[src/rtl/mem_ctrl.sv]
// Byte-serial memory controller: latches data-side and fetch requests, arbitrates
// data side first, and moves each request over the byte-wide RAM bus little-endian.
module mem_ctrl #(
  parameter int               ADD_W  = 32,
  parameter int               DAT_W  = 32,
  parameter logic [ADD_W-1:0] IO_MSK = 32'h0003_0000
) (
  input  logic             clk,
  input  logic             rst,
  input  logic             en,
  input  logic             iLSB_En,
  input  logic             iLSB_Rw,
  input  logic [2:0]       iLSB_Len,
  input  logic [ADD_W-1:0] iLSB_Add,
  input  logic [DAT_W-1:0] iLSB_Dat,
  output logic             oLSB_En,
  output logic [DAT_W-1:0] oLSB_Dat,
  input  logic             iIF_En,
  input  logic [ADD_W-1:0] iIF_Add,
  output logic             oIF_En,
  output logic [DAT_W-1:0] oIF_Dat,
  input  logic             iROB_Mp,
  input  logic             iIO_Full,
  input  logic [7:0]       iMem_Din,
  output logic [7:0]       oMem_Dout,
  output logic [ADD_W-1:0] oMem_A,
  output logic             oMem_Wr
);

  typedef enum logic [1:0] {IDLE, READ, WRITE, DONE} state_t;

  state_t           state_q;
  logic [2:0]       cnt_q;
  logic [1:0]       last_q;
  logic [ADD_W-1:0] base_q;
  logic [DAT_W-1:0] wdat_q;
  logic [DAT_W-1:0] rdata_q;
  logic             is_if_q;

  logic             lsb_pend_q;
  logic             lsb_rw_q;
  logic [2:0]       lsb_len_q;
  logic [ADD_W-1:0] lsb_add_q;
  logic [DAT_W-1:0] lsb_dat_q;
  logic             if_pend_q;
  logic [ADD_W-1:0] if_add_q;

  logic [1:0]       lsb_last_d;
  logic [1:0]       byte_idx_d;
  logic [ADD_W-1:0] next_a_d;
  logic [DAT_W-1:0] rd_merged_d;
  logic             io_stall_d;

  // Index of the last byte (N-1); any length other than 1 or 2 moves a full word.
  always_comb begin
    case (lsb_len_q)
      3'd1:    lsb_last_d = 2'd0;
      3'd2:    lsb_last_d = 2'd1;
      default: lsb_last_d = 2'd3;
    endcase
  end

  // Read data arrives one cycle after its address, so op cycle k fills byte k-1.
  assign byte_idx_d = cnt_q[1:0] - 2'd1;
  assign next_a_d   = base_q + ADD_W'(cnt_q + 3'd1);
  assign io_stall_d = ((base_q & IO_MSK) == IO_MSK) && iIO_Full;

  always_comb begin
    rd_merged_d = rdata_q;
    rd_merged_d[{byte_idx_d, 3'b000} +: 8] = iMem_Din;
  end

  assign oMem_Wr = en && (state_q == WRITE) && !io_stall_d;
  assign oLSB_En = en && (state_q == DONE) && !is_if_q;
  assign oIF_En  = en && (state_q == DONE) && is_if_q && !iROB_Mp;

  always_ff @(posedge clk or negedge rst) begin
    if (!rst) begin
      state_q    <= IDLE;
      cnt_q      <= '0;
      last_q     <= '0;
      base_q     <= '0;
      wdat_q     <= '0;
      rdata_q    <= '0;
      is_if_q    <= 1'b0;
      lsb_pend_q <= 1'b0;
      lsb_rw_q   <= 1'b0;
      lsb_len_q  <= '0;
      lsb_add_q  <= '0;
      lsb_dat_q  <= '0;
      if_pend_q  <= 1'b0;
      if_add_q   <= '0;
      oLSB_Dat   <= '0;
      oIF_Dat    <= '0;
      oMem_A     <= '0;
      oMem_Dout  <= '0;
    end else if (en) begin
      if (iROB_Mp) if_pend_q <= 1'b0;

      case (state_q)
        IDLE: begin
          cnt_q   <= '0;
          rdata_q <= '0;
          if (lsb_pend_q) begin
            lsb_pend_q <= 1'b0;
            is_if_q    <= 1'b0;
            base_q     <= lsb_add_q;
            wdat_q     <= lsb_dat_q;
            last_q     <= lsb_last_d;
            oMem_A     <= lsb_add_q;
            if (lsb_rw_q) begin
              state_q   <= WRITE;
              oMem_Dout <= lsb_dat_q[7:0];
            end else begin
              state_q <= READ;
            end
          end else if (if_pend_q && !iROB_Mp) begin
            if_pend_q <= 1'b0;
            is_if_q   <= 1'b1;
            base_q    <= if_add_q;
            last_q    <= 2'd3;
            oMem_A    <= if_add_q;
            state_q   <= READ;
          end
        end
        READ: begin
          if (is_if_q && iROB_Mp) begin
            state_q <= IDLE;
          end else begin
            if (cnt_q != 3'd0) rdata_q <= rd_merged_d;
            if (cnt_q == {1'b0, last_q} + 3'd1) begin
              state_q <= DONE;
              if (is_if_q) oIF_Dat <= rd_merged_d;
              else         oLSB_Dat <= rd_merged_d;
            end else begin
              cnt_q <= cnt_q + 3'd1;
              if (cnt_q < {1'b0, last_q}) oMem_A <= next_a_d;
            end
          end
        end
        WRITE: begin
          if (!io_stall_d) begin
            if (cnt_q[1:0] == last_q) begin
              state_q <= DONE;
            end else begin
              cnt_q     <= cnt_q + 3'd1;
              oMem_A    <= next_a_d;
              oMem_Dout <= wdat_q[{cnt_q[1:0] + 2'd1, 3'b000} +: 8];
            end
          end
        end
        DONE:    state_q <= IDLE;
        default: state_q <= IDLE;
      endcase

      // Captures come last so a same-edge pulse overrides a start or flush clear.
      if (iLSB_En) begin
        lsb_pend_q <= 1'b1;
        lsb_rw_q   <= iLSB_Rw;
        lsb_len_q  <= iLSB_Len;
        lsb_add_q  <= iLSB_Add;
        lsb_dat_q  <= iLSB_Dat;
      end
      if (iIF_En) begin
        if_pend_q <= 1'b1;
        if_add_q  <= iIF_Add;
      end
    end
  end

endmodule

[config.mk]
export PLATFORM = sky130hd
export DESIGN_NAME = mem_ctrl
export DESIGN_NICKNAME = d
export VERILOG_FILES = /design/src/rtl/mem_ctrl.sv
export SDC_FILE = /design/constraint.sdc
export NUM_CORES = 1
export LEC_CHECK = 0
export ABC_AREA = 1
export CELL_PAD_IN_SITES_DETAIL_PLACEMENT = 1
export CELL_PAD_IN_SITES_GLOBAL_PLACEMENT = 2
export CORE_MARGIN = 2
export CORE_UTILIZATION = 33
export CTS_BUF_LIST = sky130_fd_sc_hd__clkbuf_2 sky130_fd_sc_hd__clkbuf_4 sky130_fd_sc_hd__clkbuf_8
export DETAILED_ROUTE_END_ITERATION = 8
export GPL_TIMING_DRIVEN = 0
export HOLD_SLACK_MARGIN = 0.06
export PLACE_DENSITY_LB_ADDON = 0.1
export SYNTH_ARGS = -nofsm -noshare
export SYNTH_HDL_FRONTEND = slang
export SYNTH_SLANG_ARGS = --single-unit
[constraint.sdc]
create_clock -name clk -period 2.75 [get_ports clk]
set_input_delay 0.55 -clock clk [delete_from_list [all_inputs] [get_ports clk]]
set_output_delay 0.55 -clock clk [all_outputs]
set_load 0.03 [all_outputs]
======== After elaboration in Yosys (flattened, before gate mapping) ========
Index checks and enable logic that the tools add are counted.
word-level totals
  bits in registers ....................... 310
  bits in latches ......................... 0
  RAM bits ................................ 0
  ROM bits ................................ 0
  bits of input ports ..................... 115
  output and inout port bits .............. 107
  word-level logic and storage cells ...... 123
  memories kept ........................... 0
cells by class
  add/subtract/negate cells ............... 7
  multipliers ............................. 0
  div/mod/pow operators ................... 0
  magnitude comparators ................... 1
  equality and inequality tests ........... 19
  shift-type cells ........................ 3
  multiplexer cells ....................... 42
  bitwise logic cells ..................... 2
  reduce and logical (&&, ||, !) cells .... 31
operator list
  cell                                                                    count
  32-bit 2-to-1 mux                                                       9
  32-bit one-hot mux with 3 select lines                                  1
  32-bit one-hot mux with 2 select lines                                  1
  32-bit by 4-bit adder with 32-bit output                                1
  32-bit bitwise mux                                                      1
  8-bit 2-to-1 mux                                                        4
  8-bit by 7-bit variable shift with 32-bit output, first input constant  1
  32-bit by 6-bit variable part select with 8-bit output                  1
  8-bit by 7-bit variable part select with 32-bit output                  1
  2-bit 2-to-1 mux                                                        9
  2-bit != test, second input constant                                    8
  8-bit one-hot mux with 2 select lines                                   1
  5-bit AND reduction                                                     3
  3-bit 2-to-1 mux                                                        4
  6-bit AND reduction                                                     2
  1-bit logical AND                                                       9
  1-bit 2-to-1 mux                                                        9
  3-bit one-hot mux with 3 select lines                                   1
  2-bit one-hot mux with 4 select lines                                   1
  8-bit AND reduction                                                     1
  2-bit nonzero test                                                      4
  5-bit negator with 7-bit output                                         1
  2-bit equality test, second input constant                              3
  3-bit != test, second input constant                                    2
  other kinds (20)                                                        27

======== Depth between registers and ports, before layout ========
Gate-level depths: netlist of the first run.
  depth after elaboration ................. 7
  depth in mapped cells ................... 16
  depth with buffers taken out ............ 14

======== Worst setup path before layout of the first run ========
No wires, ideal clock.
  path kind ............................... in2out
  start point ............................. input en
  end point ............................... output oIF_En
  arrival ................................. 1733 ps
  data required time ...................... 2200 ps
  path slack .............................. 467 ps
  cell stages on the path ................. 3
  path buffers ............................ 1
  cell sequence ........................... buf_4 -> inv_1 -> nor4_1
on the way
  cells in the longest elaborated chain, start to end .. 3
RTL lines
  item                            RTL line  source
  start: declaration              10        input logic en,
  1-bit logical AND (3 in a row)  75        assign oIF_En = en && (state_q == DONE) && is_if_q && !iROB_Mp;
  end: declaration                20        output logic oIF_En,
Every way passes these cells.

======== Worst setup path in the final report of the first run ========
  start point ............................. register is_if_q
  end point ............................... output oIF_En
on the way
  cells in the longest elaborated chain, start to end .. 2
RTL lines
  item                            RTL line  source
  start: declaration              38        logic is_if_q;
  start signal: assignment        85        is_if_q <= 1'b0;
  start signal: assignment        106       is_if_q <= 1'b0;
  start signal: assignment        119       is_if_q <= 1'b1;
  1-bit logical AND (2 in a row)  75
Every way passes these cells.

==> summary.txt, run 1 <==
Setup path
  • Slowest CP cell: dfrtp_1
  • Crit Path Class: flop to output port
  • Critical path buffers and inverters: 2
  • Max stage delay on crit path: 0.53 ns
  • CP top delay family: buffers and inverters
  • Endpoint kind of the worst setup timing path: output port
  • Worst Path Arrival: 2.08 ns
  • Critical Path Start Type: flop
  • Worst path required time: 2.20 ns
  • CP max FO: 6
  • Worst path cell trace: inv_1, nor4_1, dlygate4sd2_1

Timing
  • Crit path time final: between 2 and 3 ns
  • Hold Violations, Final: 0
  • FMAX: 0.3800 GHz
  • Clock skew: roughly 0.018 ns
  • Worst rel slew slack: approximately a third
  • Hold slack: approximately 0.39 ns
  • Worst slew pin tran: 1.017 ns
  • RSZ-0062 raised after global routing: false
  • Period utilization: between 90% and 100%
  • Setup TNS: 0 ns
  • Final Setup Violations: 0
  • Final Slew Violations: 0

Drt
  • Via count: 12,270
  • First DRT Iteration DRCs: about 700
  • Post-DRT Antenna Nets: 0
  • TritonRoute pass-1 iters: 5
  • Post-Route WL: ~48 mm
  • Vias per cell: 4.843
  • WL/cell: 19.06 µm
  • DR DRC count: 0

Place
  • GPL Wtd Cong: between 0.8 and 0.9
  • Placed Area: 17,180 µm²
  • Detail Placement HPWL: around 36 mm
  • Port Buf Inserts: 220

Clock network
  • CTS tree: yes
  • Clock sinks: slightly above 300
  • Htree depth: 2
  • CTS Root Cell: clkbuf_8
  • Clock Path Buffers: 3
  • Total CTS buffers: 55
  • CTS clk-pin slew, worst paths: 0.06 ns
  • Worst-Skew Late Latency: ~0.66 ns

Floorplan
  • Die area: between 40,000 and 50,000 µm²
  • Die X: roughly 210 µm
  • Die Y: 211.7 µm
  • Row count: 76
  • Initial core utilization: 33.27%
  • IO Pins: 222
  • Core area: 42,790 µm²

Layout
  • Register area: 7759 µm²
  • Final core utilization: a little over two fifths
  • Area growth syn-to-layout: 29.40%
  • Fraction of layout instances using a drive strength above 1: between 10% and 20%
  • Fin area: between 15,000 and 20,000 µm²
  • Nets: 2,080
  • Fill count: 5,051
  • Multi-input gate area: 5410 µm²

GRT
  • Global-route wire length before repair: 76.37 mm
  • Vias in the first global route: 13,030
  • Initial antenna violation count: 3
  • Total GRT Usage: 22.27%
  • Largest net degree at the start of global routing: 119
  • Total grt overflow: 0

Synth
  • Synth Register Bits: 310
  • Post-Syn Nets: 1,799
  • Post-synth EDFFs: 0
  • Syn avg cell area: 8.546 µm²
  • Ys flop type: dfrtp_1
  • Count of cell types in the netlist: 39
  • Sequential share of the synthesized area: 54.49%
  • Synth async-reset ratio: 100.0%
  • Mapped Cells: 1,666
  • Mapped Area: about 14,000 µm²
  • Synth warnings: 0

Power
  • Peak VDD IR: about 400 µV
  • Pwr/cell area: ~1100 nW/µm²
  • Leak: 0.008381 µW

Run status
  • Status: completed

Job
  • MaxCap Viol Count: 0

Worst hold path
  • Min-delay worst type: input port to flop
-- layout by cell type (no fill, tap or decap), drive strengths merged, types with 5 or more instances in the layout --
master / synthesis / layout
nor2: 112 / 112
clkinv: 2 / 7
clkdlybuf4s50: 0 / 216
o21ai: 199 / 199
nand3: 58 / 58
ha: 17 / 17
mux2: 59 / 59
o211ai: 16 / 16
o22ai: 66 / 66
clkbuf: 40 / 126
a21boi: 6 / 6
inv: 198 / 199
buf: 39 / 43
dfrtp: 310 / 310
nand4: 5 / 5
nand2: 496 / 496
a21oi: 26 / 26
-- power breakdown --
group | internal (µW) | switching (µW) | leakage (µW)
Combinational | 3090 | 5940 | 0.00384
Sequential | 5960 | 963 | 0.00392
Clock | 2620 | 2020 | 0.000616
-- Yosys cell counts, types with 16 or more instances --
library cell,number,area share (%)
mux2_2,59,4.7
o211ai_1,16,0.84
ha_1,17,1.5
dfrtp_1,310,54
nand3_1,58,2.0
nand2_1,495,13
nor2_1,111,2.9
inv_1,194,5.1
o22ai_1,66,2.9
o21ai_0,163,5.7
a21oi_1,26,0.91
clkbuf_1,39,1.0
o21ai_1,35,1.2
buf_2,33,1.2
-- per-stage QoR --
| step | power (µW) | setup slack [ns] | cells |
|---|---|---|---|
| after floorplan | 12200 | 0.4675 | 1666 |
| after global placement | 15810 | -13.10 | 2432 |
| after detailed placement | 16010 | -0.2538 | 2434 |
| after CTS | 20810 | 0.01075 | 2531 |
| after global routing | 22160 | 0.01067 | 2532 |
| final | 20590 | 0.1184 | 2534 |
-- worst register-to-register path, cell delays in order (launching register included) --
cell and delay [ns]:
dfrtp_2 0.41, buf_4 0.20, inv_1 0.08, buf_4 0.20, ha_1 0.35, inv_1 0.07
nand2_1 0.06, nor2_2 0.09, nand2_1 0.09, inv_2 0.10, nand4_4 0.21, clkbuf_1 0.38
nand2_1 0.14, o21ai_1 0.07
-- layer usage --
| layer | vias to the layer above | GRT usage [%] | routed length, µm |
|---|---|---|---|
| met5 | - | 0 | 13 |
| met4 | 2 | 5.682 | 823 |
| met3 | 62 | 3.531 | 2119 |
| met2 | 223 | 33.97 | 21120 |
| met1 | 6058 | 32.92 | 24230 |
| li1 | 5926 | - | - |
-- area by class of cell --
class                   instances  area share (%)
multi-input cells            1077           29.37
well taps                     546           3.708
inverters                     200           4.075
repair buffers                224           12.35
plain buffers                  79           2.071
flip-flops and latches        310           42.11
diodes                          2         0.02716
clock buffers                  85           5.501
clock inverters                11          0.7946
-- registers in the layout, summed over array words and instances, names as in the netlist, 2 cells and up --
register   cells
oIF_Dat       32
last_q         2
rdata_q       32
oMem_Dout      8
cnt_q          3
wdat_q        32
base_q        32
oMem_A        32
if_add_q      32
lsb_add_q     32
lsb_dat_q     32
state_q        2
oLSB_Dat      32
lsb_len_q      3
-- kinds of logic (layout without fill, tap and decap cells) --
logic type                 Yosys count  in the layout  synth area share [%]
and+or+nand+nor                    680            680                 18.97
AOI/OAI and AO/OA                  318            318                 12.33
DFF                                310            310                 54.49
buffers and inverters              279            599                 7.786
muxes                               59             59                 4.667
adders and majority gates           18             18                 1.635
xor gates and xnor gates             2              2                0.1231
other                                0              2                     0
-- worst paths after layout --
| check | startpoint | end | slack, ns | cells past startpoint |
|---|---|---|---|---|
| worst max-delay path | is_if_q | oIF_En | 0.12 | 3 |
| max in group asynchronous | rst | if_add_q[7] | 1.17 | 3 |
| min in group asynchronous | rst | oIF_Dat[11] | 0.49 | 2 |
| worst max register to register | cnt_q[0] | oIF_Dat[0] | 0.19 | 13 |
| worst min-delay path | en | if_add_q[0] | 0.39 | 4 |
| worst min register to register | lsb_dat_q[17] | wdat_q[17] | 0.47 | 2 |
-- what timing repair did --
item	4_1_cts	5_1_grt
gates resized for setup	21	18
hold buffers	1	0
setup endpoints to repair	25	94
pin swaps	0	1
setup buffers	0	1
endpoints found under the hold margin	81	0
No activity file was read; power rests on OpenSTA's default activity.
==> run 2, diff against run 1 <==
--- a/config.mk
+++ b/config.mk
@@ -6,6 +6,7 @@
 export NUM_CORES = 1
 export LEC_CHECK = 0
 export ABC_AREA = 1
+export ABC_CLOCK_PERIOD_IN_PS = 2750
 export CELL_PAD_IN_SITES_DETAIL_PLACEMENT = 1
 export CELL_PAD_IN_SITES_GLOBAL_PLACEMENT = 2
 export CORE_MARGIN = 2
==> results of run 2 <==
No change in the layout: final DEF, timing and power equal those of run 1.
